`config.mk`:
```
export PLATFORM = sky130hd
export DESIGN_NAME = ones_count_arbiter
export DESIGN_NICKNAME = d
export VERILOG_FILES = /design/src/rtl/ones_count_arbiter.sv
export SDC_FILE = /design/constraint.sdc
export NUM_CORES = 1
export LEC_CHECK = 0
export ABC_AREA = 1
export BUFFER_PORTS_ARGS = -buffer_cell sky130_fd_sc_hd__buf_2
export CAP_MARGIN = 20
export CORE_UTILIZATION = 35
export DETAILED_ROUTE_END_ITERATION = 10
export GPL_TIMING_DRIVEN = 0
export HOLD_SLACK_MARGIN = 0.15
export MAX_ROUTING_LAYER = met4
export PLACE_DENSITY = 0.64
export SLEW_MARGIN = 15
export SYNTH_ARGS = -nofsm -noshare
export SYNTH_HDL_FRONTEND = slang
export SYNTH_SLANG_ARGS = --single-unit
```
`constraint.sdc`:
```
create_clock -name clock -period 1.53 [get_ports clock]
set_input_delay 0.0765 -clock clock [delete_from_list [all_inputs] [get_ports clock]]
set_output_delay 0.0765 -clock clock [all_outputs]
set_load 0.1 [all_outputs]
```
`src/rtl/ones_count_arbiter.sv`:
```
// Round-robin arbiter that shares one ones-counter datapath among N_REQ requesters.
// Sequences load/shift until the datapath reports done, then acks the owner with the count.
module ones_count_arbiter #(
  parameter int unsigned N_REQ = 4,
  parameter int unsigned WIDTH = 8,
  parameter int unsigned CNT_W = 4
) (
  input  logic                   clock,
  input  logic                   reset,
  input  logic [N_REQ-1:0]       req,
  input  logic [N_REQ*WIDTH-1:0] data,
  output logic [N_REQ-1:0]       grant,
  output logic [N_REQ-1:0]       ack,
  output logic [CNT_W-1:0]       count_out,
  output logic                   busy,
  output logic                   load_A,
  output logic                   shift,
  output logic [WIDTH-1:0]       A_out,
  input  logic                   done_datapath,
  input  logic [CNT_W-1:0]       result
);

  localparam int unsigned IdxW = (N_REQ > 1) ? $clog2(N_REQ) : 1;

  typedef enum logic [1:0] {StIdle, StLoad, StShift, StResp} state_e;

  state_e          state_q, state_d;
  logic [IdxW-1:0] owner_q, owner_d;
  logic [IdxW-1:0] rr_ptr_q, rr_ptr_d;
  logic [CNT_W-1:0] count_q, count_d;
  logic [IdxW-1:0] winner;
  logic            found;

  // First requester at or after rr_ptr, wrapping modulo N_REQ.
  always_comb begin
    int unsigned idx;
    idx    = 0;
    winner = '0;
    found  = 1'b0;
    for (int unsigned k = 0; k < N_REQ; k++) begin
      idx = (32'(rr_ptr_q) + k) % N_REQ;
      if (!found && req[idx[IdxW-1:0]]) begin
        found  = 1'b1;
        winner = idx[IdxW-1:0];
      end
    end
  end

  always_comb begin
    state_d  = state_q;
    owner_d  = owner_q;
    rr_ptr_d = rr_ptr_q;
    count_d  = count_q;
    unique case (state_q)
      StIdle: begin
        if (found) begin
          owner_d = winner;
          state_d = StLoad;
        end
      end
      StLoad:  state_d = StShift;
      StShift: begin
        if (done_datapath) begin
          count_d = result;
          state_d = StResp;
        end
      end
      StResp: begin
        if (owner_q == IdxW'(N_REQ - 1)) rr_ptr_d = '0;
        else                             rr_ptr_d = owner_q + 1'b1;
        state_d = StIdle;
      end
      default: state_d = StIdle;
    endcase
  end

  always_ff @(posedge clock or posedge reset) begin
    if (reset) begin
      state_q  <= StIdle;
      owner_q  <= '0;
      rr_ptr_q <= '0;
      count_q  <= '0;
    end else begin
      state_q  <= state_d;
      owner_q  <= owner_d;
      rr_ptr_q <= rr_ptr_d;
      count_q  <= count_d;
    end
  end

  // Outputs decode from registered state so reset clears them asynchronously.
  always_comb begin
    busy   = (state_q != StIdle);
    load_A = (state_q == StLoad);
    shift  = (state_q == StShift) && !done_datapath;
    grant  = '0;
    ack    = '0;
    A_out  = '0;
    if (busy) begin
      grant[owner_q] = 1'b1;
      A_out          = data[32'(owner_q)*WIDTH +: WIDTH];
    end
    if (state_q == StResp) ack[owner_q] = 1'b1;
  end

  assign count_out = count_q;

endmodule

```
== Word level (Yosys, flattened, before mapping) ==
Index checks and enable logic that the tools add are counted.
Storage, ports and cells
  memory bits (read-only): 0
  memory bits (writable): 0
  logic and storage cells: 60
  bits in registers: 10
  memories kept: 0
  latch bits: 0
  input port bits: 43
Operators by class
  $add $sub $neg: 4
  equality and inequality tests: 6
  multiply operators: 0
  shift operators: 1
  mux-type cells: 25
  divide/modulo/power cells: 0
  bitwise operators: 0
  $lt $le $gt $ge: 6
  reductions and logical operators: 14
Operators by type and width (count)
  $shiftx A32 B6 Y8: 1
  $lt A2 B3 Y1 const B: 5
  $mux W2: 7
  $mux W1: 9
  $bmux W1 S2: 4
  $mux W4: 2
  $mux W8: 1
  $pmux W2 S4: 1
  $eq A2 B2 Y1 const B: 3
  $reduce_and A2 Y1: 3
  $logic_and A1 B1 Y1: 5
  $add A2 B1 Y2 const B: 2
  $add A2 B2 Y2 const B: 2
  $logic_not A1 Y1: 4
  $ne A2 B2 Y1 const B: 2
  $demux W1 S2: 1
  $eq A2 B1 Y1 const B: 1
  $ge A2 B1 Y1 const B: 1
  $logic_not A2 Y1: 1
  $reduce_bool A2 Y1: 1

== Depth between registers and ports, before layout ==
Gate-level depths: netlist (run 1).
  word-level depth: 14
  mapped depth: 12

== Least setup slack after synthesis (run 1) ==
OpenSTA, ideal clock, no wires.
  path kind: reg-to-output
  start point: register owner_q[0]
  end point: output A_out[0]
  cell stages (with the launch flop): 6
  setup slack: -1089 ps
  data arrival time: 2542 ps
  data required time: 1453 ps
  buffers on the path: 2
  cells stage by stage: dfrtp_1 buf_2 inv_1 clkbuf_1 o21ai_0 a21oi_1
Between the ends
  word-level cells in the longest chain between the ends: 2
Ends and longest elaborated chain
  start: declaration: line 28  | logic [IdxW-1:0] owner_q, owner_d;
  start signal: assignment: line 85  | owner_q <= owner_d;
  $shiftx A32 B6 Y8: line 101  | A_out = data[32'(owner_q)*WIDTH +: WIDTH];
  $mux W8: line 99  | if (busy) begin
  end: declaration: line 18  | output logic [WIDTH-1:0] A_out,
Every way passes these cells.

== Worst setup path in the final report (run 1) ==
  start point: register owner_q[0]
  end point: output A_out[2]
Same word-level chain as after synthesis.

==> flow_summary.ini, run 1 <==
[timing]
tightestPinTransition_ps = 486
setup_violations = 12
final_min_period_over_clock_period_pct = 113
finClkSkew_ps = 2.95
fmaxAchievable_mhz = 577
finalSetupTns_ps = -1810
worst_slack_ps = -203
finalMaxSlewViolations = 0
max_slew_margin_pct = 67.8
final_hold_slack_ps = 198
final_hold_viol_count = 0
final.min_clock_period_ps = 1730
setup_repair_after_global_routing_missed_its_margin = yes

[global_routing]
grt_total_usage_pct = 23.7
number_of_antenna_violations_at_the_first_check_in_global_routing = 0
grt_start_max_net_pins = 11
grt_pass1_wl_mm = 6.31
globalRouteOverflowTotal = 0
first_global_vias = 1479

[logic_synthesis]
ys_types = 22
syn_inst = 199
synth_async_sr_flop_share_pct = 100
syn_nets = 251
synth_enable_flop_cells = 0
yosysSeqAreaShare_pct = 21.0
synth_largest_type_area_fraction_pct = 21.0
mappedNetlistArea_um2 = 1190
ys_ff_latch = 10
yosys.cell_count.top_type = nand2_1
synth_area_per_cell_um2 = 6.00
yosys_warnings = 0
cell_type_with_the_largest_total_area_after_synthesis = dfrtp_1
ys.flop_type = dfrtp_1
ys_top_cells_by_count = 49 x nand2_1, 39 x nor2_1, 20 x inv_1, 20 x o21ai_0, 11 x nand2_2
synth.top_cells.by_area = dfrtp_1 21%, nand2_1 15%, nor2_1 12%

[worst_setup_path]
setup.reg_to_reg.worst_slack_ps = 30
worst_r2r_startpoint = rr_ptr_q[0]$_DFFE_PP0P_
critical_path.slowest_cell = dfrtp_1
crit_path_cell_trace = buf_6 -> buf_12 -> clkinv_8 -> buf_4 -> o21ai_2 -> a21oi_4 -> buf_12
worst_r2r_path_depth = 12
critical_path_required_ps = 1450
setup.worst_path.class = reg2out
library_cell_appearing_most_often_on_the_critical_path = buf_12
rr_endpoint = owner_q[0]$_DFFE_PP0P_
arrival_ps = 1660
critPathMaxFanout = 5
largest_stage_delay_on_the_critical_path_ps = 380
startpoint_type = flip-flop
end_kind = output pin

[finish]
utilization_pct = 81.8
sequential_cell_area_um2 = 255
final_layout_size_suffix_gt1_share_pct = 62.8
final_net_count = 352
multi_input_area_um2 = 1140
area_growth_syn_to_layout_pct = 116
diodes = 0
filler_cell_count = 189

[floorplan]
initial_utilization_pct = 37.9
die_area_um2 = 3650
floorplan.rows = 20
dieHeight_um = 60.4
pin_count = 66
die_width_um = 60.4
floorplan.core_area_um2 = 3150

[status]
status = finished with violations
violations_in_the_final_reports = negative setup slack

[drt]
vias = 1711
drt-total-wl_mm = 5.17
drt_pass1_iterations = 4
drc = 0
final_antenna_net_count = 0
wire_per_inst_um = 15.1
detailedRoute.firstIterationViolations = 129
vias_per_cell = 5.00

[clock_tree]
cts.sink_count = 10
clkLatencyLatePin_ps = 260
max-clock-path-buffers = 2
clock-root-buffer = clkbuf_4
cts-buffers-inserted = 3
clk_transition_reported_paths_ps = 60
h-tree-depth = 1
clock_tree_from_tritoncts = done

[min_path]
hold-path-cell-count = 5
hold_path_end = state_q[0]$_DFFE_PP0P_
hold_path_startpoint = done_datapath
timing.hold.worst.class = in2reg

[placed_design]
detailed_place_hpwl_mm = 2.44
pre_cts_slack_ps = -150
io_buffer_count = 65
place_congestion = 0.785

[run]
drv_cap = 0
-- critical path, delay by kind of cell (launching register included) --
| family | cells | cell delay (ps) |
|---|---|---|
| AO/OA/AOI/OAI | 2 | 370 |
| buffers and inverters | 5 | 630 |
| flip-flops | 1 | 380 |
-- cell type report --
type,count,area share (%)
well taps,44,2.13
repair buffers,96,33.9
multi-input cells,157,44.1
plain buffers,7,4.27
clock buffers,3,0.873
flip-flops and latches,10,9.90
inverters,25,4.85
-- worst max path at each step --
stage,start,to,cells past startpoint
floorplan,state_q[0]$_DFFE_PP0P_,state_q[1]$_DFFE_PP0P_,7
global placement,owner_q[1]$_DFFE_PP0P_,A_out[1],6
detailed placement,owner_q[1]$_DFFE_PP0P_,A_out[4],6
CTS,owner_q[0]$_DFFE_PP0P_,A_out[5],7
global route,owner_q[0]$_DFFE_PP0P_,A_out[2],7
finish,owner_q[0]$_DFFE_PP0P_,A_out[2],7
-- what timing repair did --
action                     in CTS  in global routing
hold endpoints to repair       14                  0
hold buffers                    5                  0
pin swaps                      13                 20
setup endpoints to repair      18                 22
gates resized for setup        96                 50
cloned                          1                  3
setup buffers                  10                 12
-- cells in the final DEF, fill, tap and decap left out, drive strengths merged --
| cell type | synthesis | final |
|---|---|---|
| buf | 5 | 95 |
| clkbuf | 2 | 6 |
| inv | 24 | 21 |
| nor2 | 40 | 40 |
| a21oi | 9 | 9 |
| dlygate4sd3 | 0 | 5 |
| or2 | 1 | 1 |
| ha | 9 | 9 |
| clkinv | 1 | 1 |
| mux2 | 4 | 4 |
| clkinvlp | 0 | 3 |
| o21ai | 21 | 21 |
| nand2 | 60 | 60 |
| nand4 | 2 | 2 |
| dfrtp | 10 | 10 |
| nand3 | 11 | 11 |
-- state kept, by name (all words and copies together) (netlist names) --
| name | flops |
|---|---|
| rr_ptr_q | 2 |
| count_out | 4 |
| owner_q | 2 |
| state_q | 2 |
-- cell families (layout without fill, tap and decap cells) --
kind of cell | Yosys count | after routing | share of synthesized area [%]
DFF | 10 | 10 | 21.0
and+or+nand+nor | 114 | 114 | 41.9
muxes | 4 | 4 | 3.77
AOI/OAI and AO/OA | 30 | 30 | 12.6
adders and majority gates | 9 | 9 | 9.43
buffers and inverters | 32 | 131 | 11.3
-- metrics by stage --
step,instances,cell area [µm²]
after floorplan,199,1380
after global placement,308,1760
after detailed placement,308,1760
after CTS,327,2270
after global routing,342,2580
final,342,2580
-- routing by layer --
metal	part of all wire [%]	global-route usage, %	vias to the layer above
li1	-	-	824
met1	40	25.9	786
met2	50	44.7	81
met3	7.7	4.05	20
met4	2.6	4.32	0
met5	0	-	-
Power of run 1 is left out: the tool's default activity adds up to more than one toggle a clock period on the data nets, which glitch-free logic cannot reach.
==> run 2: changes to the inputs <==
==> constraint.sdc (replaced) <==
create_clock -name clock -period 1.53 [get_ports clock]
set_input_delay 0.153 -clock clock [delete_from_list [all_inputs] [get_ports clock]]
set_output_delay 0.153 -clock clock [all_outputs]
set_load 0.1 [all_outputs]
==> run 2 against run 1 <==
  * The run still ends with negative setup slack left
  * Worst setup slack lost 110 ps
  * Register-to-register slack lost 60 ps
  * Clock-buffer cell count is the same
  * Via count grew 0.88%
  * Non-clock buffer count shrank 1
  * Hold slack gained 86 ps
  * Sequential share of layout area shrank 0.27 points
  * Die area is the same
  * Critical path depth is the same
  * Final cell count shrank 0.29%
  * First-iteration DRC count shrank 28%
  * Sequential cell count is the same
  * Critical path type unchanged
  * Largest cell class unchanged
==> flow_summary.ini, run 2 (synthesized netlist as in run 1, its figures left out) <==
[worst_setup_path]
worst_r2r_path_depth = 12
worst_r2r_startpoint = rr_ptr_q[0]$_DFFE_PP0P_
rr_endpoint = owner_q[0]$_DFFE_PP0P_
critical_path.slowest_cell = dfrtp_1
crit_path_cell_trace = buf_6 -> clkbuf_16 -> nor2_2 -> nor2_1 -> o21ai_2 -> a21oi_4 -> buf_12
largest_stage_delay_on_the_critical_path_ps = 390
setup.worst_path.start = owner_q[0]$_DFFE_PP0P_
setup.worst_path.class = reg2out
end_kind = output pin
setup.reg_to_reg.worst_slack_ps = -30
arrival_ps = 1690
critPathMaxFanout = 5
crit_path_capture = A_out[2]
critical_path_required_ps = 1380
startpoint_type = flip-flop

[timing]
tightestPinTransition_ps = 511
final_hold_slack_ps = 284
setup_violations = 18
final.min_clock_period_ps = 1850
fmaxAchievable_mhz = 542
max_slew_margin_pct = 66.1
worst_slack_ps = -316
finalSetupTns_ps = -3080
finalMaxSlewViolations = 0
setup_repair_after_global_routing_missed_its_margin = yes
final_hold_viol_count = 0
finClkSkew_ps = 20.0
final_min_period_over_clock_period_pct = 121

[floorplan]
pin_count = 66
initial_utilization_pct = 37.9
floorplan.rows = 20
dieHeight_um = 60.4
floorplan.core_area_um2 = 3150
die_width_um = 60.4
die_area_um2 = 3650

[placed_design]
place_congestion = 0.882
io_buffer_count = 65
detailed_place_hpwl_mm = 2.49

[global_routing]
grt_pass1_wl_mm = 6.82
first_global_vias = 1486
grt_start_max_net_pins = 11
globalRouteOverflowTotal = 0
number_of_antenna_violations_at_the_first_check_in_global_routing = 0
grt_total_usage_pct = 26.5

[clock_tree]
clock-root-buffer = clkbuf_4
max-clock-path-buffers = 2
clk_transition_reported_paths_ps = 80
h-tree-depth = 1
clkLatencyLatePin_ps = 280
clock_tree_from_tritoncts = done
cts.sink_count = 10
cts-buffers-inserted = 3

[drt]
drc = 0
vias = 1726
wire_per_inst_um = 16.2
drt_pass1_iterations = 4
detailedRoute.firstIterationViolations = 93
drt-total-wl_mm = 5.54
vias_per_cell = 5.06
final_antenna_net_count = 0

[finish]
mostFrequentLayoutCell = buf_2
area_growth_syn_to_layout_pct = 122
multi_input_area_um2 = 1190
sequential_cell_area_um2 = 255
diodes = 0
final_layout_size_suffix_gt1_share_pct = 69.0
final_net_count = 351
highest_count_cells_in_the_layout_ignoring_fill_and_taps = 48 x buf_2, 38 x nand2_1, 20 x nor2_1
largest_reg_flops = 4
filler_cell_count = 178

[run]
drv_cap = 0

[min_path]
timing.hold.worst.class = in2reg

[status]
violations_in_the_final_reports = negative setup slack
status = finished with violations
==> run 2: how the worst min path moves through the flow <==
stage               cells after the start          start                       end
detailed placement                      2          reset  count_out[1]$_DFFE_PP0P_
global route                            5  done_datapath    state_q[1]$_DFFE_PP0P_
floorplan                               1          reset  count_out[0]$_DFFE_PP0P_
global placement                        2          reset  count_out[1]$_DFFE_PP0P_
finish                                  5  done_datapath    state_q[0]$_DFFE_PP0P_
CTS                                     5  done_datapath    state_q[1]$_DFFE_PP0P_
==> run 2: metrics by stage <==
stage	instance area [µm²]	utilization [%]	worst slack [ps]	instances
after floorplan	1430	-	-63.2	199
after global placement	1810	57.3	-215	308
after detailed placement	1810	57.3	-221	308
after CTS	2370	75.1	-136	330
after global routing	2650	84.0	-394	341
final	2650	84.0	-316	341
==> run 2: final cells by class <==
cell class              count  area share, %
plain buffers               7           4.15
clock buffers               3          0.850
inverters                  25           5.05
multi-input cells         157           44.8
flip-flops and latches     10           9.63
well taps                  44           2.08
repair buffers             95           33.5
==> run 2: layer usage <==
metal,vias up,routed length [µm],global-route usage [%]
li1,819,-,-
met1,806,2140,30.4
met2,76,2920,46.2
met3,25,275,4.48
met4,0,199,9.30
met5,-,0,-
==> run 2: what timing repair did <==
item                                   in CTS  in global routing
setup buffers                              11                  8
setup endpoints to repair                  19                 23
hold buffers                                5                  0
gates cloned                                3                  3
endpoints found under the hold margin      14                  0
resized for setup                         100                 56
pin swaps                                  15                 28
==> run 2: worst max-delay path: cells and delay by family (launching register included) <==
kind,cells,cell delay (ps)
buffers and inverters,3,510
flip-flops,1,390
AO/OA/AOI/OAI,2,300
AND/OR/NAND/NOR,2,210
Power of run 2 is left out for the same reason.
